$ cat config.mk
export PLATFORM = sky130hd
export DESIGN_NAME = div8bit_seq
export DESIGN_NICKNAME = d
export VERILOG_FILES = /design/src/rtl/div8bit_seq.sv
export SDC_FILE = /design/constraint.sdc
export NUM_CORES = 1
export LEC_CHECK = 0
export ABC_AREA = 1
export BUFFER_PORTS_ARGS = -buffer_cell sky130_fd_sc_hd__buf_4
export CAP_MARGIN = 10
export CORE_ASPECT_RATIO = 1.25
export CORE_MARGIN = 2
export CORE_UTILIZATION = 50
export CTS_CLUSTER_SIZE = 10
export DETAILED_ROUTE_END_ITERATION = 12
export GPL_TIMING_DRIVEN = 0
export PLACE_DENSITY = 0.69
export SLEW_MARGIN = 20
export SYNTH_ARGS = -nofsm -noshare
export SYNTH_HDL_FRONTEND = slang
export SYNTH_SLANG_ARGS = --single-unit
export TNS_END_PERCENT = 20
$ cat constraint.sdc
create_clock -name clk -period 2.2 [get_ports clk]
set_input_delay 0.11 -clock clk [delete_from_list [all_inputs] [get_ports clk]]
set_output_delay 0.11 -clock clk [all_outputs]
set_load 0.01 [all_outputs]
$ cat src/rtl/div8bit_seq.sv
// rtl/div8bit_seq.sv - sequential signed restoring divider with start/done handshake (optional abort via DIV_ABORT_EN)
module div8bit_seq #(
  parameter int WIDTH = 8
) (
  input  logic             clk,
  input  logic             rst_n,
  input  logic             start,
  input  logic [WIDTH-1:0] inp1,
  input  logic [WIDTH-1:0] inp2,
`ifdef DIV_ABORT_EN
  input  logic             abort,
`endif
  output logic [WIDTH-1:0] quotient,
  output logic [WIDTH-1:0] remainder,
  output logic             busy,
  output logic             done,
  output logic             div_by_zero,
  output logic             overflow
);

  typedef enum logic [1:0] {
    IDLE = 2'd0,
    CALC = 2'd1,
    FIX  = 2'd2,
    DONE = 2'd3
  } state_t;

  state_t           state;
  logic [4:0]       cnt;
  logic [WIDTH-1:0] rem;      // partial remainder magnitude, always below the divisor
  logic [WIDTH-1:0] quo;      // dividend magnitude shifting out, quotient bits shifting in
  logic [WIDTH:0]   dvs;      // divisor magnitude, one bit wider so |-2^(WIDTH-1)| fits
  logic [WIDTH-1:0] dvd_raw;  // signed dividend, returned as remainder on divide-by-zero
  logic             neg_q;
  logic             neg_r;
  logic             dz;
  logic             ovf;
  logic [WIDTH-1:0] res_q;
  logic [WIDTH-1:0] res_r;

  logic [WIDTH-1:0] abs_a;
  logic [WIDTH-1:0] abs_b;
  logic [WIDTH:0]   rem_sh;
  logic [WIDTH-1:0] trial;
  logic             fits;
  logic             abort_req;

  // Operand magnitudes and one restoring-division step
  always_comb begin
    abs_a  = inp1[WIDTH-1] ? (~inp1 + WIDTH'(1)) : inp1;
    abs_b  = inp2[WIDTH-1] ? (~inp2 + WIDTH'(1)) : inp2;
    rem_sh = {rem, quo[WIDTH-1]};
    fits   = (rem_sh >= dvs);
    trial  = WIDTH'(rem_sh - dvs);
`ifdef DIV_ABORT_EN
    abort_req = abort;
`else
    abort_req = 1'b0;
`endif
  end

  // Divider FSM with registered outputs
  always_ff @(posedge clk or negedge rst_n) begin
    if (!rst_n) begin
      state       <= IDLE;
      cnt         <= '0;
      rem         <= '0;
      quo         <= '0;
      dvs         <= '0;
      dvd_raw     <= '0;
      neg_q       <= 1'b0;
      neg_r       <= 1'b0;
      dz          <= 1'b0;
      ovf         <= 1'b0;
      res_q       <= '0;
      res_r       <= '0;
      quotient    <= '0;
      remainder   <= '0;
      busy        <= 1'b0;
      done        <= 1'b0;
      div_by_zero <= 1'b0;
      overflow    <= 1'b0;
    end else begin
      done <= 1'b0;
      case (state)
        IDLE: begin
          if (start) begin
            rem     <= '0;
            quo     <= abs_a;
            dvs     <= {1'b0, abs_b};
            dvd_raw <= inp1;
            neg_q   <= inp1[WIDTH-1] ^ inp2[WIDTH-1];
            neg_r   <= inp1[WIDTH-1];
            dz      <= (inp2 == '0);
            ovf     <= (inp1 == {1'b1, {(WIDTH-1){1'b0}}}) && (inp2 == '1);
            cnt     <= 5'(WIDTH);
            busy    <= 1'b1;
            state   <= CALC;
          end
        end
        CALC: begin
          if (abort_req) begin
            busy  <= 1'b0;
            state <= IDLE;
          end else begin
            rem   <= fits ? trial : rem_sh[WIDTH-1:0];
            quo   <= {quo[WIDTH-2:0], fits};
            cnt   <= cnt - 5'd1;
            if (cnt == 5'd1) state <= FIX;
          end
        end
        FIX: begin
          if (abort_req) begin
            busy  <= 1'b0;
            state <= IDLE;
          end else begin
            if (dz) begin
              res_q <= '1;
              res_r <= dvd_raw;
            end else if (ovf) begin
              res_q <= {1'b1, {(WIDTH-1){1'b0}}};
              res_r <= '0;
            end else begin
              res_q <= neg_q ? (~quo + WIDTH'(1)) : quo;
              res_r <= neg_r ? (~rem + WIDTH'(1)) : rem;
            end
            state <= DONE;
          end
        end
        DONE: begin
          quotient    <= res_q;
          remainder   <= res_r;
          div_by_zero <= dz;
          overflow    <= ovf;
          done        <= 1'b1;
          busy        <= 1'b0;
          state       <= IDLE;
        end
        default: state <= IDLE;
      endcase
    end
  end

endmodule

# Yosys cells after proc, flatten, opt, wreduce, memory -nomap -nowiden
# Index checks and enable logic that the tools add are counted.
# W data, S select, Z words.
[op_classes]
order_cmp = 1
n_mux = 21
addsub = 6
n_bitwise = 6
reduce_logical = 9
n_eq_ne = 8
[ops]
columns = ["op", "n"]
rows = [
  ["$mux W8", 11],
  ["$add A8 B1 Y8 const B", 4],
  ["$not A8 Y8", 4],
  ["$pmux W8 S2", 2],
  ["$eq A8 B8 Y1 const B", 2],
  ["$pmux W5 S2", 1],
  ["$ge A9 B8 Y1", 1],
  ["$logic_not A8 Y1", 1],
  ["$pmux W2 S4", 1],
  ["$reduce_and A2 Y1", 4],
  ["$sub A8 B8 Y8", 1],
  ["$eq A5 B1 Y1 const B", 1],
  ["$mux W5", 1],
  ["$sub A5 B1 Y5 const B", 1],
  ["$eq A2 B2 Y1 const B", 2],
  ["$mux W2", 2],
  ["$ne A2 B2 Y1 const B", 2],
  ["$eq A2 B1 Y1 const B", 1],
  ["$logic_not A2 Y1", 1],
  ["$mux W1", 2],
  ["$pmux W1 S2", 1],
  ["$reduce_bool A2 Y1", 1],
  ["$reduce_or A2 Y1", 1],
  ["$logic_and A1 B1 Y1", 1],
  ["other kinds (2)", 2],
]
[word_totals]
register_bits = 79
out_inout_bits = 20
input_bits = 19
elab_cells = 69

# Logic depth before layout (Yosys ltp)
# Gate-level depths: netlist of the first run.
[depth]
word_depth = 5
depth_mapped = 12
ltp_nobuf = 12

# Worst setup path before layout of the first run
# No wires, ideal clock.
[synth_path]
path_kind = "register to register"
startpoint = "register quo[7]"
endpoint = "register rem[4]"
period_less_slack_ns = 1.669
stages_incl_launch_ff = 10
arrival_time_ns = 1.551
setup_slack_ns = 0.531
required_time_ns = 2.082
path_cell_list = "dfrtp_1 > inv_1 > ha_1 > inv_1 > fa_1 > a21oi_1 > xor2_1 > nand2_1 > nand3_1 > nand2_1"
[synth_via]
elab_chain_len = 3
elab_cells_between_ends = 4
cone_classes = "add/sub (1); order compare (1); mux (2)"
[synth_rtl]
columns = ["item", "line_no", "rtl"]
rows = [
  ["start, declared", "31", "logic [WIDTH-1:0] quo;"],
  ["start signal, assigned", "89", "quo <= abs_a;"],
  ["start signal, assigned", "107", "quo <= {quo[WIDTH-2:0], fits};"],
  ["$sub A8 B8 Y8 / $ge A9 B8 Y1 (equally long branches)", "54, 53", ""],
  ["$mux W8 (*)", "106", "rem <= fits ? trial : rem_sh[WIDTH-1:0];"],
  ["$pmux W8 S2 (*)", "85", "case (state)"],
  ["end signal, assigned", "106", ""],
  ["end, declared", "30", "logic [WIDTH-1:0] rem;"],
]
# Every way passes the cells marked *; elsewhere a longest branch is shown, timed or not.
# A chain may end at the register's enable or synchronous reset.

# Final worst setup path of the first run
# Same ends and word-level chain as after synthesis.

==> out/results.ini, run 1 <==
[min_path]
hold_depth=3
hp-class=in -> reg

[drt]
drc=0
drt_wl_total_um=9943
vias=3775
wl_per_cell_um=13.77
via_per_inst=5.229
drt_iter0_drc=182
first_pass_iters=5
ant_nets=0

[setup_path]
cp.required_ns=2.44
worstSetupEndpointType=register
crit_arrival_ns=2.19
critPathCapture=rem[4]
r2r_setup_slack_ns=0.26
critPathMaxFanout=4
path_class=reg -> reg
reg2reg_to=rem[4]
reg2reg_from=quo[7]
reg2regPathDepth=9
start_kind=register
setup.worst_path.start=quo[7]

[global_routing]
grt_max_degree=79
grt_usage_pct=22.65
grt_pass1_vias=3574
grt_first_pass_wirelength_um=16830
gr-total-overflow=0
antenna_found_initial=0

[cells_and_area]
diodes=0
nNetsFinal=637
drive_gt1_share_pct=13.62
layout-area-overhead-vs-synth_pct=14.98
fillers=802
fin_util_pct=58.48

[yosys]
ys_seq_area_share_pct=44.60
ys_types=32
syn_area_um2=4377
synth_edf_count=0
synthCells=546
async_flop_share_pct=100.0
synth_seq_cells=78
ys_warn_count=0
syn-num-nets=585
ys.flop_type=dfrtp_1
syn_avg_cell_area_um2=8.016

[die]
rows=38
initial_core_util_pct=50.86
io_pins=39
dieArea_um2=9522
core_area_um2=8606
die_height_um=108.6
die_w_um=87.68

[timing]
setup_viol=0
holdWs_ns=0.01082
fin_crit_ns=1.942
setup_tns_ns=0
relSlewSlack_pct=36.17
max_clock_freq_ghz=0.5150
finalHoldViolCount=0
slew_viol_final=0
worst_pin_slew_ns=0.9574
min_period_over_period_pct=88.26
rsz0062_at_grt=false
fin_skew_ns=0.01296

[cts]
clockBufferDepth=2
cts.clk_slew.worst_paths_ns=0.08
clkLatencyLatePin_ns=0.36
post_cts_buffers=0
numCtsBuffers=9
cts_sinks=78
htreeDepth=3
cts-root-buf=clkbuf_8
cts_tree=done

[power]
leakagePower_nw=2.544
cellPowerDensity_nw_per_um2=1583
vdd_drop_max_v=0.0007999

[placed_design]
io_buffers=37
gp_congestion=0.9363
dp_hpwl_um=7568

[job]
drv_cap=0

[outcome]
outcome=finished clean

==> stage by stage <==
step           instances  area, um2  total power [W]  worst slack (ns)
5_1_grt              722       5032         0.008793           0.09786
3_5_place_dp         703       4805         0.006926            0.2766
4_1_cts              722       5032         0.007987            0.2537
2_1_floorplan        546       4377         0.005704            0.5312
6_report             722       5032         0.007968            0.2583
3_3_place_gp         703       4805         0.006779            0.2999
==> worst max-delay path: stages (launching register included) <==
cell and delay, ns:
dfrtp_1 0.38, inv_1 0.16, ha_1 0.17, inv_1 0.08
fa_1 0.45, a21oi_1 0.20, xor2_1 0.19, nand2_1 0.08
nand3_1 0.08, nand2_1 0.05
==> worst min path at each step <==
stage | startpoint | end | slack [ns]
floorplan | rst_n | busy | -0.19
global placement | rst_n | remainder[7] | 0.32
detailed placement | rst_n | remainder[2] | 0.33
CTS | inp2[5] | dvs[5] | 0.008
global route | inp2[5] | dvs[5] | 0.03
finish | inp2[5] | dvs[5] | 0.01
==> area by class of cell <==
| cell class | instances | area (um2) | share of cell area (%) |
|---|---|---|---|
| Multi-Input combinational cell | 382 | 2087 | 41.47 |
| Sequential cell | 78 | 1952 | 38.79 |
| Timing Repair Buffer | 41 | 317.8 | 6.315 |
| Inverter | 71 | 266.5 | 5.296 |
| Tap cell | 120 | 150.1 | 2.984 |
| Clock buffer | 9 | 123.9 | 2.461 |
| Buffer | 15 | 71.32 | 1.417 |
| Clock inverter | 6 | 63.81 | 1.268 |
==> cell usage after synthesis, drive strengths merged (2+ instances only) <==
cell type / number / area [um2]
a21oi: 44 / 224.0
a22oi: 2 / 15.01
a31oi: 3 / 18.77
buf: 8 / 45.04
clkbuf: 7 / 26.28
dfrtp: 78 / 1952
ha: 19 / 237.7
inv: 71 / 266.5
mux2: 16 / 180.2
nand2: 126 / 473.0
nand3: 48 / 257.8
nand4: 8 / 56.30
nor2: 45 / 176.4
nor3: 4 / 20.02
o211ai: 4 / 30.03
o21ai: 41 / 205.2
o22ai: 2 / 12.51
o41ai: 2 / 17.52
or2: 2 / 12.52
xnor2: 2 / 17.52
xor2: 11 / 96.34
==> cells by family after synthesis <==
kind of cell / after synthesis / share of synthesized area, %
muxes: 16 / 4.117
adders and majority gates: 20 / 5.889
AOI/OAI and AO/OA: 99 / 12.15
xor gates and xnor gates: 13 / 2.602
DFF: 78 / 44.60
buffers and inverters: 86 / 7.719
and+or+nand+nor: 234 / 22.93
==> layer usage <==
| layer | share of wire [%] | global-route usage, % |
|---|---|---|
| met1 | 45 | 30.21 |
| met2 | 48 | 35.98 |
| met3 | 3.7 | 4.046 |
| met4 | 2.7 | 9.780 |
| met5 | 0 | 0 |
==> power by group <==
part,switching [W],internal [W]
logic,0.00265,0.00173
clock network,0.000532,0.000515
registers,0.000422,0.00212
==> layout by cell type (no fill, tap or decap), types with 3 or more instances in the layout <==
cell type and count:
a21oi_1 43, o211ai_1 4, dlygate4sd3_1 4, xor2_1 11
clkbuf_1 7, nor2_1 44, buf_2 6, nand3_1 46
mux2_2 16, clkbuf_8 9, nor3_1 4, dfrtp_1 78
nand2_1 126, inv_1 71, a31oi_1 3, o21ai_0 39
ha_1 19, buf_4 39, nand4_1 7
==> timing repair <==
| action | 4_1_cts | 5_1_grt |
|---|---|---|
| endpoints found under the hold margin | 81 | 0 |
| hold buffers | 4 | 0 |
| resized for setup | 0 | 0 |
==> flip-flops by register name, indices dropped and copies added (netlist names), 2 cells and up <==
signal     count
cnt            5
quotient       8
res_r          8
rem            8
remainder      8
dvd_raw        8
quo            8
dvs            8
res_q          8
state          2
Power figures use the tool's default switching activity.
==> run 2: changes to the inputs <==
ABC_AREA = default   (was 1)
==> out/results.ini, run 2 <==
[outcome]
outcome=finished clean  ; unchanged

[yosys]
synthAdderAreaFrac_pct=6.046  ; was 5.889%
syn_area_um2=4263  ; was 4377 um2
syn_avg_cell_area_um2=9.845  ; was 8.016 um2
synthSimpleGateAreaFrac_pct=13.24  ; was 22.93%
synth_top_family_by_area=compound AO/OA/AOI/OAI gates  ; was simple AND/OR/NAND/NOR gates
synth_seq_cells=78  ; unchanged
synth-compound-area-share_pct=16.99  ; was 12.15%
synth_edf_count=0  ; unchanged
ys_warn_count=0  ; unchanged
synthCells=433  ; was 546
synth_top_area_share_pct=45.79  ; was 44.60%
yosysMostFrequentCell=dfrtp_1  ; was nand2_1
synth_xor_area_share_pct=5.342  ; was 2.601%
yosys-top-cells-area=dfrtp_1 46%, mux2_2 6.3%, ha_1 5.6%, nand2_1 4.2%, o21ai_0 4.0%  ; was dfrtp_1 45%, nand2_1 11%, inv_1 6.1%, ha_1 5.4%, nand3_1 5.3%
syn-num-nets=472  ; was 585
ys_types=52  ; was 32
netlist_top_cells_count=78 x dfrtp_1, 48 x nand2_1, 34 x o21ai_0, 31 x nor2_1, 25 x inv_1  ; was 126 x nand2_1, 78 x dfrtp_1, 71 x inv_1, 46 x nand3_1, 44 x nor2_1
yosys.area.top_type=dfrtp_1  ; unchanged
muxShareOfSynthArea_pct=8.218  ; was 4.117%
async_flop_share_pct=100.0  ; unchanged
ys.flop_type=dfrtp_1  ; unchanged
ys_seq_area_share_pct=45.79  ; was 44.60%

[timing]
slew_viol_final=0  ; unchanged
setup_viol=0  ; unchanged
max_clock_freq_ghz=0.4626  ; was 0.5150 GHz
fin_crit_ns=2.162  ; was 1.942 ns
setup_ws_ns=0.03817  ; was 0.2583 ns
rsz0062_at_grt=true  ; was false
finalHoldViolCount=0  ; unchanged
min_period_over_period_pct=98.26  ; was 88.26%
fin_skew_ns=0.007254  ; was 0.01296 ns
worst_pin_slew_ns=0.9677  ; was 0.9574 ns
relSlewSlack_pct=35.49  ; was 36.17%

[cells_and_area]
nNetsFinal=523  ; was 637
final_area_um2=4940  ; was 5032 um2
register_area_um2=1953  ; was 1952 um2
finalNonFillerCells=585  ; was 722
layout_commonest_cell=dfrtp_1  ; was nand2_1
multiInputGateArea_um2=2181  ; was 2087 um2
drive_gt1_share_pct=19.47  ; was 13.62%
layout_common_cells=77 x dfrtp_1, 48 x nand2_1, 38 x buf_4, 33 x o21ai_0, 31 x nor2_1  ; was 126 x nand2_1, 78 x dfrtp_1, 71 x inv_1, 46 x nand3_1, 44 x nor2_1
diodes=0  ; unchanged
layout-area-overhead-vs-synth_pct=15.88  ; was 14.98%
fillers=722  ; was 802

[cts]
cts_sinks=78  ; unchanged
cts_tree=done  ; unchanged
cts-root-buf=clkbuf_8  ; unchanged
cts.clk_slew.worst_paths_ns=0.08  ; about the same
clockBufferDepth=2  ; unchanged
numCtsBuffers=9  ; unchanged
htreeDepth=3  ; unchanged
clkLatencyLatePin_ns=0.35  ; was 0.36 ns

[placed_design]
gp_congestion=0.8401  ; was 0.9363
dp_hpwl_um=7041  ; was 7568 um
dp_slack_ns=-0.1443  ; was 0.2766 ns
postPlaceCellArea_um2=4654  ; was 4805 um2
dp.cells=566  ; was 703
io_buffers=36  ; was 37

[die]
rows=37  ; was 38
initial_core_util_pct=51.73  ; was 50.86%
die_height_um=107.2  ; was 108.6 um
dieArea_um2=9285  ; was 9522 um2
io_pins=39  ; unchanged
core_area_um2=8240  ; was 8606 um2
die_w_um=86.59  ; was 87.68 um

[global_routing]
grt_pass1_vias=3296  ; was 3574
antenna_found_initial=0  ; unchanged
grt_max_degree=79  ; unchanged
gr-total-overflow=0  ; unchanged
grt_first_pass_wirelength_um=15840  ; was 16830 um
grt_usage_pct=21.89  ; was 22.65%

[setup_path]
start_kind=register  ; unchanged
worstSetupEndpointType=register  ; unchanged
crit_arrival_ns=2.43  ; was 2.19 ns
cp.required_ns=2.47  ; was 2.44 ns
crit_slowest_cell=dfrtp_1  ; was fa_1
max_stage_delay_ns=0.37  ; was 0.45 ns
critPathMaxFanout=3  ; was 4
path_class=reg -> reg  ; unchanged
crit_chain=inv_2, ha_4, inv_1, fa_2, a211o_1, a2111oi_4, a41oi_1, o211a_1, o31ai_1  ; was inv_1, ha_1, inv_1, fa_1, a21oi_1, xor2_1, nand2_1, nand3_1, nand2_1

[drt]
drt_wl_total_um=9470  ; was 9943 um
vias=3307  ; was 3775
ant_nets=0  ; unchanged
wl_per_cell_um=16.19  ; was 13.77 um
first_pass_iters=4  ; was 5
via_per_inst=5.653  ; was 5.229
drc=0  ; unchanged
drt_iter0_drc=147  ; was 182

[power]
vdd_drop_max_v=0.0007438  ; was 0.0007999 V
leakagePower_nw=2.155  ; was 2.544 nW
cellPowerDensity_nw_per_um2=1565  ; was 1583 nW/um2
finalPower_w=0.007731  ; was 0.007968 W

[min_path]
hp-class=in -> reg  ; unchanged

[job]
drv_cap=0  ; unchanged

-- run 2: cell count changes in the layout (fill, tap and decap cells not counted), sizes merged, moves of 12 or more --
cell,change
nand2,-78
nor2,-14
nand3,-48
clkbuf,+12
xnor2,+12
a21oi,-24
inv,-46
-- run 2: cell families after synthesis --
logic type,after synthesis
DFF,78
and+or+nand+nor,121
adders and majority gates,20
AOI/OAI and AO/OA,108
buffers and inverters,48
xor gates and xnor gates,26
muxes,32
-- run 2: per-stage QoR --
step | hold slack [ns] | utilization [%] | TNS, ns
2_1_floorplan | -0.1856 | - | 0
3_3_place_gp | 0.3202 | 56.48 | -0.6381
3_5_place_dp | 0.3247 | 56.48 | -1.346
4_1_cts | 0.03320 | 59.13 | -0.09114
5_1_grt | 0.04860 | 59.95 | -0.2654
6_report | 0.04438 | 59.95 | 0
-- run 2: path summary, 6_finish.rpt --
kind | endpoint | cells past startpoint | from | slack (ns)
min in group asynchronous | remainder[5] | 2 | rst_n | 0.46
hold / removal | dvd_raw[6] | 2 | inp1[6] | 0.04
setup reg to reg | rem[6] | 9 | quo[7] | 0.04
max in group asynchronous | rem[3] | 2 | rst_n | 1.10
setup / recovery | rem[6] | 9 | quo[7] | 0.04
hold reg to reg | dvs[1] | 2 | dvs[1] | 0.49
-- run 2: worst max-delay path, delay by kind of cell, from the launching register on --
| kind | cells | cell delay, ns |
|---|---|---|
| DFF | 1 | 0.37 |
| adders and majority gates | 2 | 0.50 |
| AOI/OAI and AO/OA | 5 | 1.06 |
| buffers and inverters | 2 | 0.14 |
-- run 2: what timing repair did --
item                                   in CTS  in global routing
hold buffers                                2                  0
gates cloned                                0                  0
endpoints found under the hold margin      79                  0
pin swaps                                   0                  1
resized for setup                           4                 16
buffers inserted                            0                  2
setup endpoints to repair                  15                 26
-- run 2: cell type report --
| type | count | share of cell area, % |
|---|---|---|
| clock inverters | 6 | 1.292 |
| inverters | 25 | 1.900 |
| well taps | 97 | 2.457 |
| plain buffers | 23 | 1.976 |
| multi-input cells | 307 | 44.15 |
| clock buffers | 9 | 2.508 |
| repair buffers | 40 | 6.180 |
| flip-flops and latches | 78 | 39.54 |
-- run 2: power by group --
group	leakage [nW]	switching, W	internal, W
Sequential	0.934	0.000507	0.00211
Clock	0.0911	0.000519	0.000515
Combinational	1.13	0.00219	0.00189
Total	2.16	0.00321	0.00452
-- run 2: metal layers --
layer | share of wire (%) | GRT usage, %
met5 | 0 | 0
met4 | 2.1 | 10.71
met3 | 2.6 | 3.079
met2 | 50 | 36.43
met1 | 45 | 27.71
